$ cat src/rtl/mips_pkg.sv
// Shared MIPS pipeline constants: opcodes, control bundle widths and bit positions.
// Control bundle layout: wb={RegWrite,MemtoReg}, m={Branch,MemRead,MemWrite}, ex={RegDst,ALUOp[1:0],ALUSrc}.
package mips_pkg;

    localparam logic [5:0] OP_RTYPE = 6'b000000;
    localparam logic [5:0] OP_LW    = 6'b100011;
    localparam logic [5:0] OP_SW    = 6'b101011;
    localparam logic [5:0] OP_BEQ   = 6'b000100;

    localparam int WB_W = 2;
    localparam int M_W  = 3;
    localparam int EX_W = 4;

    localparam int WB_REGWRITE = 1;
    localparam int WB_MEMTOREG = 0;

    localparam int M_BRANCH   = 2;
    localparam int M_MEMREAD  = 1;
    localparam int M_MEMWRITE = 0;

    localparam int EX_REGDST   = 3;
    localparam int EX_ALUOP_HI = 2;
    localparam int EX_ALUOP_LO = 1;
    localparam int EX_ALUSRC   = 0;

    typedef struct packed {
        logic [WB_W-1:0] wb;
        logic [M_W-1:0]  m;
        logic [EX_W-1:0] ex;
    } ctl_t;

endpackage

$ cat src/rtl/id_regfile.sv
// Register file for the decode stage: two combinational read ports, one write port, r0 hardwired to zero.
// Build option REGFILE_BYPASS_EN forwards same-cycle write data to matching read ports.
module id_regfile #(
    parameter int NREGS = 32,
    parameter int DW    = 32,
    parameter int AW    = $clog2(NREGS)
) (
    input  logic          clk,
    input  logic          rst,
    input  logic [AW-1:0] ra1,
    input  logic [AW-1:0] ra2,
    input  logic          we,
    input  logic [AW-1:0] wa,
    input  logic [DW-1:0] wd,
    output logic [DW-1:0] rd1,
    output logic [DW-1:0] rd2
);

    logic [DW-1:0] regs_q [NREGS];
    logic [DW-1:0] regs_d [NREGS];
    logic          wr_en;

    assign wr_en = we && (wa != '0);

    always_comb begin
        regs_d = regs_q;
        if (wr_en)
            regs_d[wa] = wd;
    end

    always_ff @(posedge clk) begin
        if (rst) begin
            for (int i = 0; i < NREGS; i++)
                regs_q[i] <= '0;
        end else begin
            regs_q <= regs_d;
        end
    end

    always_comb begin
        rd1 = (ra1 == '0) ? '0 : regs_q[ra1];
        rd2 = (ra2 == '0) ? '0 : regs_q[ra2];
`ifdef REGFILE_BYPASS_EN
        // wr_en already excludes r0, so the zero rule survives forwarding
        if (wr_en && (wa == ra1))
            rd1 = wd;
        if (wr_en && (wa == ra2))
            rd2 = wd;
`endif
    end

endmodule

$ cat src/rtl/id_stage.sv
// MIPS instruction decode stage: control decode, register read, sign extension, ID/EX latch.
// Optional build macro REGFILE_BYPASS_EN enables write-to-read forwarding in the register file.
module id_stage
    import mips_pkg::*;
#(
    parameter int NREGS = 32,
    parameter int DW    = 32
) (
    input  logic            clk,
    input  logic            rst,
    input  logic [31:0]     if_id_instr,
    input  logic [31:0]     if_id_npc,
    input  logic            stall,
    input  logic            flush,
    input  logic            mem_wb_regwrite,
    input  logic [4:0]      mem_wb_writereg,
    input  logic [DW-1:0]   wb_writedata,
    output logic [WB_W-1:0] id_ex_wb,
    output logic [M_W-1:0]  id_ex_m,
    output logic [EX_W-1:0] id_ex_ex,
    output logic [31:0]     id_ex_npc,
    output logic [DW-1:0]   id_ex_readdat1,
    output logic [DW-1:0]   id_ex_readdat2,
    output logic [31:0]     id_ex_sign_ext,
    output logic [4:0]      id_ex_instr_2016,
    output logic [4:0]      id_ex_instr_1511
);

    logic [DW-1:0] rd1, rd2;
    ctl_t          dec_ctl;

    ctl_t          ctl_q,  ctl_d;
    logic [31:0]   npc_q,  npc_d;
    logic [DW-1:0] rdat1_q, rdat1_d;
    logic [DW-1:0] rdat2_q, rdat2_d;
    logic [31:0]   sext_q, sext_d;
    logic [4:0]    rt_q,   rt_d;
    logic [4:0]    rd_q,   rd_d;

    id_regfile #(.NREGS(NREGS), .DW(DW)) u_regfile (
        .clk (clk),
        .rst (rst),
        .ra1 (if_id_instr[25:21]),
        .ra2 (if_id_instr[20:16]),
        .we  (mem_wb_regwrite),
        .wa  (mem_wb_writereg),
        .wd  (wb_writedata),
        .rd1 (rd1),
        .rd2 (rd2)
    );

    always_comb begin
        dec_ctl = '0;
        unique case (if_id_instr[31:26])
            OP_RTYPE: begin
                dec_ctl.wb[WB_REGWRITE] = 1'b1;
                dec_ctl.ex[EX_REGDST]   = 1'b1;
                dec_ctl.ex[EX_ALUOP_HI] = 1'b1;
            end
            OP_LW: begin
                dec_ctl.wb[WB_REGWRITE] = 1'b1;
                dec_ctl.wb[WB_MEMTOREG] = 1'b1;
                dec_ctl.m[M_MEMREAD]    = 1'b1;
                dec_ctl.ex[EX_ALUSRC]   = 1'b1;
            end
            OP_SW: begin
                dec_ctl.m[M_MEMWRITE]   = 1'b1;
                dec_ctl.ex[EX_ALUSRC]   = 1'b1;
            end
            OP_BEQ: begin
                dec_ctl.m[M_BRANCH]     = 1'b1;
                dec_ctl.ex[EX_ALUOP_LO] = 1'b1;
            end
            default: dec_ctl = '0;
        endcase
    end

    // flush outranks stall: a bubble is loaded even while hazard logic asks to hold
    always_comb begin
        ctl_d   = ctl_q;
        npc_d   = npc_q;
        rdat1_d = rdat1_q;
        rdat2_d = rdat2_q;
        sext_d  = sext_q;
        rt_d    = rt_q;
        rd_d    = rd_q;
        if (flush || !stall) begin
            ctl_d   = flush ? '0 : dec_ctl;
            npc_d   = if_id_npc;
            rdat1_d = rd1;
            rdat2_d = rd2;
            sext_d  = {{16{if_id_instr[15]}}, if_id_instr[15:0]};
            rt_d    = if_id_instr[20:16];
            rd_d    = if_id_instr[15:11];
        end
    end

    always_ff @(posedge clk) begin
        if (rst) begin
            ctl_q   <= '0;
            npc_q   <= '0;
            rdat1_q <= '0;
            rdat2_q <= '0;
            sext_q  <= '0;
            rt_q    <= '0;
            rd_q    <= '0;
        end else begin
            ctl_q   <= ctl_d;
            npc_q   <= npc_d;
            rdat1_q <= rdat1_d;
            rdat2_q <= rdat2_d;
            sext_q  <= sext_d;
            rt_q    <= rt_d;
            rd_q    <= rd_d;
        end
    end

    assign id_ex_wb         = ctl_q.wb;
    assign id_ex_m          = ctl_q.m;
    assign id_ex_ex         = ctl_q.ex;
    assign id_ex_npc        = npc_q;
    assign id_ex_readdat1   = rdat1_q;
    assign id_ex_readdat2   = rdat2_q;
    assign id_ex_sign_ext   = sext_q;
    assign id_ex_instr_2016 = rt_q;
    assign id_ex_instr_1511 = rd_q;

endmodule

$ cat config.mk
export PLATFORM = sky130hd
export DESIGN_NAME = id_stage
export DESIGN_NICKNAME = d
export VERILOG_FILES = /design/src/rtl/mips_pkg.sv /design/src/rtl/id_regfile.sv /design/src/rtl/id_stage.sv
export SDC_FILE = /design/constraint.sdc
export NUM_CORES = 2
export LEC_CHECK = 0
export ABC_AREA = 1
export CAP_MARGIN = 20
export CORE_ASPECT_RATIO = 1.2
export CORE_MARGIN = 1
export CORE_UTILIZATION = 25
export CTS_CLUSTER_SIZE = 30
export DETAILED_ROUTE_END_ITERATION = 6
export GPL_TIMING_DRIVEN = 0
export PLACE_DENSITY = 0.38
export SKIP_LAST_GASP = 1
export SYNTH_ARGS = -nofsm -noshare
export SYNTH_HDL_FRONTEND = slang
export SYNTH_SLANG_ARGS = --single-unit
$ cat constraint.sdc
create_clock -name clk -period 2.63 [get_ports clk]
set_input_delay 0.263 -clock clk [delete_from_list [all_inputs] [get_ports clk]]
set_output_delay 0.263 -clock clk [all_outputs]
set_load 0.01 [all_outputs]
==> impl_metrics.csv <==
group,metric,value,unit
worst_setup_path,timing.rr.start,"u_regfile.regs_q[267]$_SDFFE_PP0P_",
pwr,power_density,652.8,mW/mm^2
routing,drtPass1Iterations,7,
place,post-place-ws,-2305,ps
synthesis,yosys_register_bits,1147,
synthesis,ys_types,28,
layout,final_nets,10480,
outcome,status,"finished with violations",
die,io_pins,253,
place,place_congestion,1.121,
sta,fin_crit_sh,108.8,%
routing,drt-total-wl,502900,microns
sta,rsz0062_at_grt,"yes",
global_routing,antenna_found_initial,50,
routing,routedWlPerCell,36.74,microns
flow_run,drv_cap,0,
global_routing,grt_pass1_wl,644300,microns
layout,nFillCells,26600,
sta,slew_headroom,17.86,%
sta,setup_violations,79,
clock_tree,root_buffer,"clkbuf_16",
pwr,pwr-share-clk,46.6,%
sta,clock.fmax,349.5,MHz
place,placed_area,0.06788,sq mm
sta,fin_ws,-231.5,ps
routing,drc_errors,3,
routing,vias_per_cell,5.489,
layout,postLayoutCellArea,0.07398,sq mm
pwr,p_seq_share,37.2,%
min_path,min_from,"if_id_npc[1]",
die,die_area,0.2422,sq mm
layout,final_util,31.07,%
synthesis,yosys_warnings,0,
pwr,switchingPower,15780,uW
pwr,switching_share,32.67,%
die,placementRows,196,
synthesis,avgSynthCellArea,6.086,sq um
sta,tightest_slew,1232,ps
die,dieHeight,539.0,microns
layout,stdcell_count,13690,
synthesis,synthCells,9869,
global_routing,globalRouteOverflowTotal,0,
synthesis,synth_nets,9975,
pwr,power_leakage,0.03064,uW
pwr,power.total,48290,uW
global_routing,grt_use_total,39.89,%
routing,vias,75130,
pwr,ir_worst_vdd,0.0005300,V
worst_setup_path,reg2reg_slack,90,ps
die,start_util,25.22,%
sta,hold_viol_final,0,
clock_tree,clock-sinks,1147,
min_path,holdPathEnd,"id_ex_npc[1]$_SDFFE_PP0P_",
pwr,internal-power,32520,uW
worst_setup_path,r2r-end,"id_ex_readdat2[11]$_SDFFE_PP0P_",
place,dp_cells,13360,
synthesis,synth_area,0.06007,sq mm
worst_setup_path,start_kind,"input pin",
worst_setup_path,crit_arrival,3680,ps
clock_tree,path_clk_slew,60,ps
min_path,hold_class,"input pin to flop",
die,placeableCoreArea,0.2381,sq mm
synthesis,seq_area_frac_synth,38.23,%
clock_tree,cts_htree_levels,4,
place,port-buffer-count,246,
sta,min_period,2861,ps
worst_setup_path,cp-end-kind,"flop",
routing,ant_nets,0,
clock_tree,cts_setup_buffers,0,
worst_setup_path,crit_type,"input pin to flop",
worst_setup_path,r2r_cells,8,
clock_tree,clock_latency,890,ps
clock_tree,cts_tree,"built",
worst_setup_path,required,3450,ps
sta,final_max_slew_viol_count,0,
global_routing,grt_pass1_vias,67910,
pwr,comb_power_share,16.3,%
worst_setup_path,crit_fanout,12,
sta,worst_clock_skew,59.19,ps
min_path,hold_depth,3,
layout,syn2layout_area_growth,23.17,%
outcome,violations,"design-rule violations, negative setup slack",
clock_tree,clock_path_buffers,4,
global_routing,grt_start_max_net_pins,20,
die,die_x,449.5,microns
layout,drive_gt1_share,8.561,%
clock_tree,cts_buffers,156,
place,dpl.hpwl,393600,microns
routing,drtIter0Drc,10920,
==> metal layers <==
metal,wire [microns],track usage (%)
met3,41450,7.553
met1,187300,46.52
met2,212300,60.01
met5,28,0
met4,61820,40.46
==> what timing repair did <==
action                                  4_1_cts  5_1_grt
resized for setup                           147       66
endpoints found under the setup margin      238       81
pin swaps                                     0        0
hold buffers                                 25        0
endpoints found under the hold margin        25        0
==> flip-flops by register name, summed over array words and instances, names as in the netlist <==
name / flops
id_ex_ex: 3
id_ex_instr_2016: 5
id_ex_m: 1
id_ex_npc: 32
id_ex_readdat1: 32
id_ex_readdat2: 32
id_ex_sign_ext: 16
id_ex_wb: 2
u_regfile.regs_q: 1024
==> worst max path at each step <==
stage,depth (start not counted),endpoint,from,slack (ps)
after floorplan,11,id_ex_readdat2[30]$_SDFFE_PP0P_,if_id_instr[20],1160
after global placement,9,id_ex_readdat1[22]$_SDFFE_PP0P_,if_id_instr[23],-2540
after detailed placement,9,id_ex_readdat2[16]$_SDFFE_PP0P_,if_id_instr[18],-2300
after CTS,12,id_ex_readdat1[29]$_SDFFE_PP0P_,if_id_instr[21],-120
after global routing,12,id_ex_readdat1[30]$_SDFFE_PP0P_,if_id_instr[21],-50
final,12,id_ex_readdat1[0]$_SDFFE_PP0P_,if_id_instr[21],-230
==> stage by stage <==
step / hold slack, ps / TNS [ps]
after global routing: 33.24 / -134.4
final: 2.736 / -5994
after floorplan: 405.7 / 0
after global placement: 425.9 / -817790
after detailed placement: 429.3 / -712780
after CTS: 0.7021 / -239.9
==> power by group through the flow <==
stage,clock [uW],sequential [uW],combinational (uW)
after CTS,22700,17900,7430
final,22500,17900,7850
after global routing,23300,18000,7690
after floorplan,0,18300,2540
after global placement,0,18300,7100
after detailed placement,0,18300,7330
==> cell usage after synthesis <==
library cell	n	area share [%]
a21oi_1	720	6.0
a32oi_1	1	0.015
buf_1	42	0.26
buf_2	277	2.3
buf_4	64	0.80
buf_6	1	0.019
clkbuf_1	498	3.1
clkbuf_2	7	0.058
clkinv_1	4	0.025
dfxtp_1	1147	38
inv_1	204	1.3
inv_2	27	0.17
inv_4	1	0.010
nand2_1	2923	18
nand2_2	2	0.021
nand2_4	3	0.056
nand3_1	1076	9.0
nand3_2	1	0.017
nand4_1	3	0.031
nor2_1	1774	11
nor2_2	5	0.052
nor2_4	11	0.21
nor3_2	3	0.050
nor4_1	2	0.021
o21ai_0	996	8.3
o21ai_1	75	0.62
o21ai_2	1	0.015
or2_2	1	0.010
==> logic make-up after synthesis <==
family                 synth area share, %
AO/OA/AOI/OAI                        14.95
buffers and inverters                8.038
flip-flops                           38.23
AND/OR/NAND/NOR                      38.78
==> placed cells by master, fill, tap and decap left out, drive strengths merged <==
master,count
nand4,3
a32oi,1
clkinvlp,4
bufinv,10
clkinv,27
o21ai,1072
dlygate4sd2,1
diode,29
nand3,1077
nor3,3
a21oi,720
clkdlybuf4s15,5
nand2,2928
nor2,1790
nor4,2
buf,457
clkdlybuf4s50,243
clkbuf,739
dfxtp,1147
or2,1
dlygate4sd3,25
inv,235
==> worst max-delay path, cell delays in order <==
cell	delay [ps]
clkdlybuf4s50_1	550
buf_4	300
buf_4	390
buf_4	450
nand2_1	100
nand3_1	90
nand3_1	240
nand3_1	400
nand3_1	120
nand2_1	380
nand2_1	170
a21oi_1	150
==> final cells by class <==
cell class	instances	area, sq um	share of cell area (%)
antenna	29	72.57	0.09809
buffer	887	4173	5.640
clock buffer	230	4664	6.305
clock inverter	40	504.2	0.6815
inverter	236	894.6	1.209
multi-input combinational	7597	32630	44.10
sequential	1147	22960	31.04
tap	3168	3964	5.358
timing repair buffer	353	4121	5.571
(Power assumes the default switching activity.)
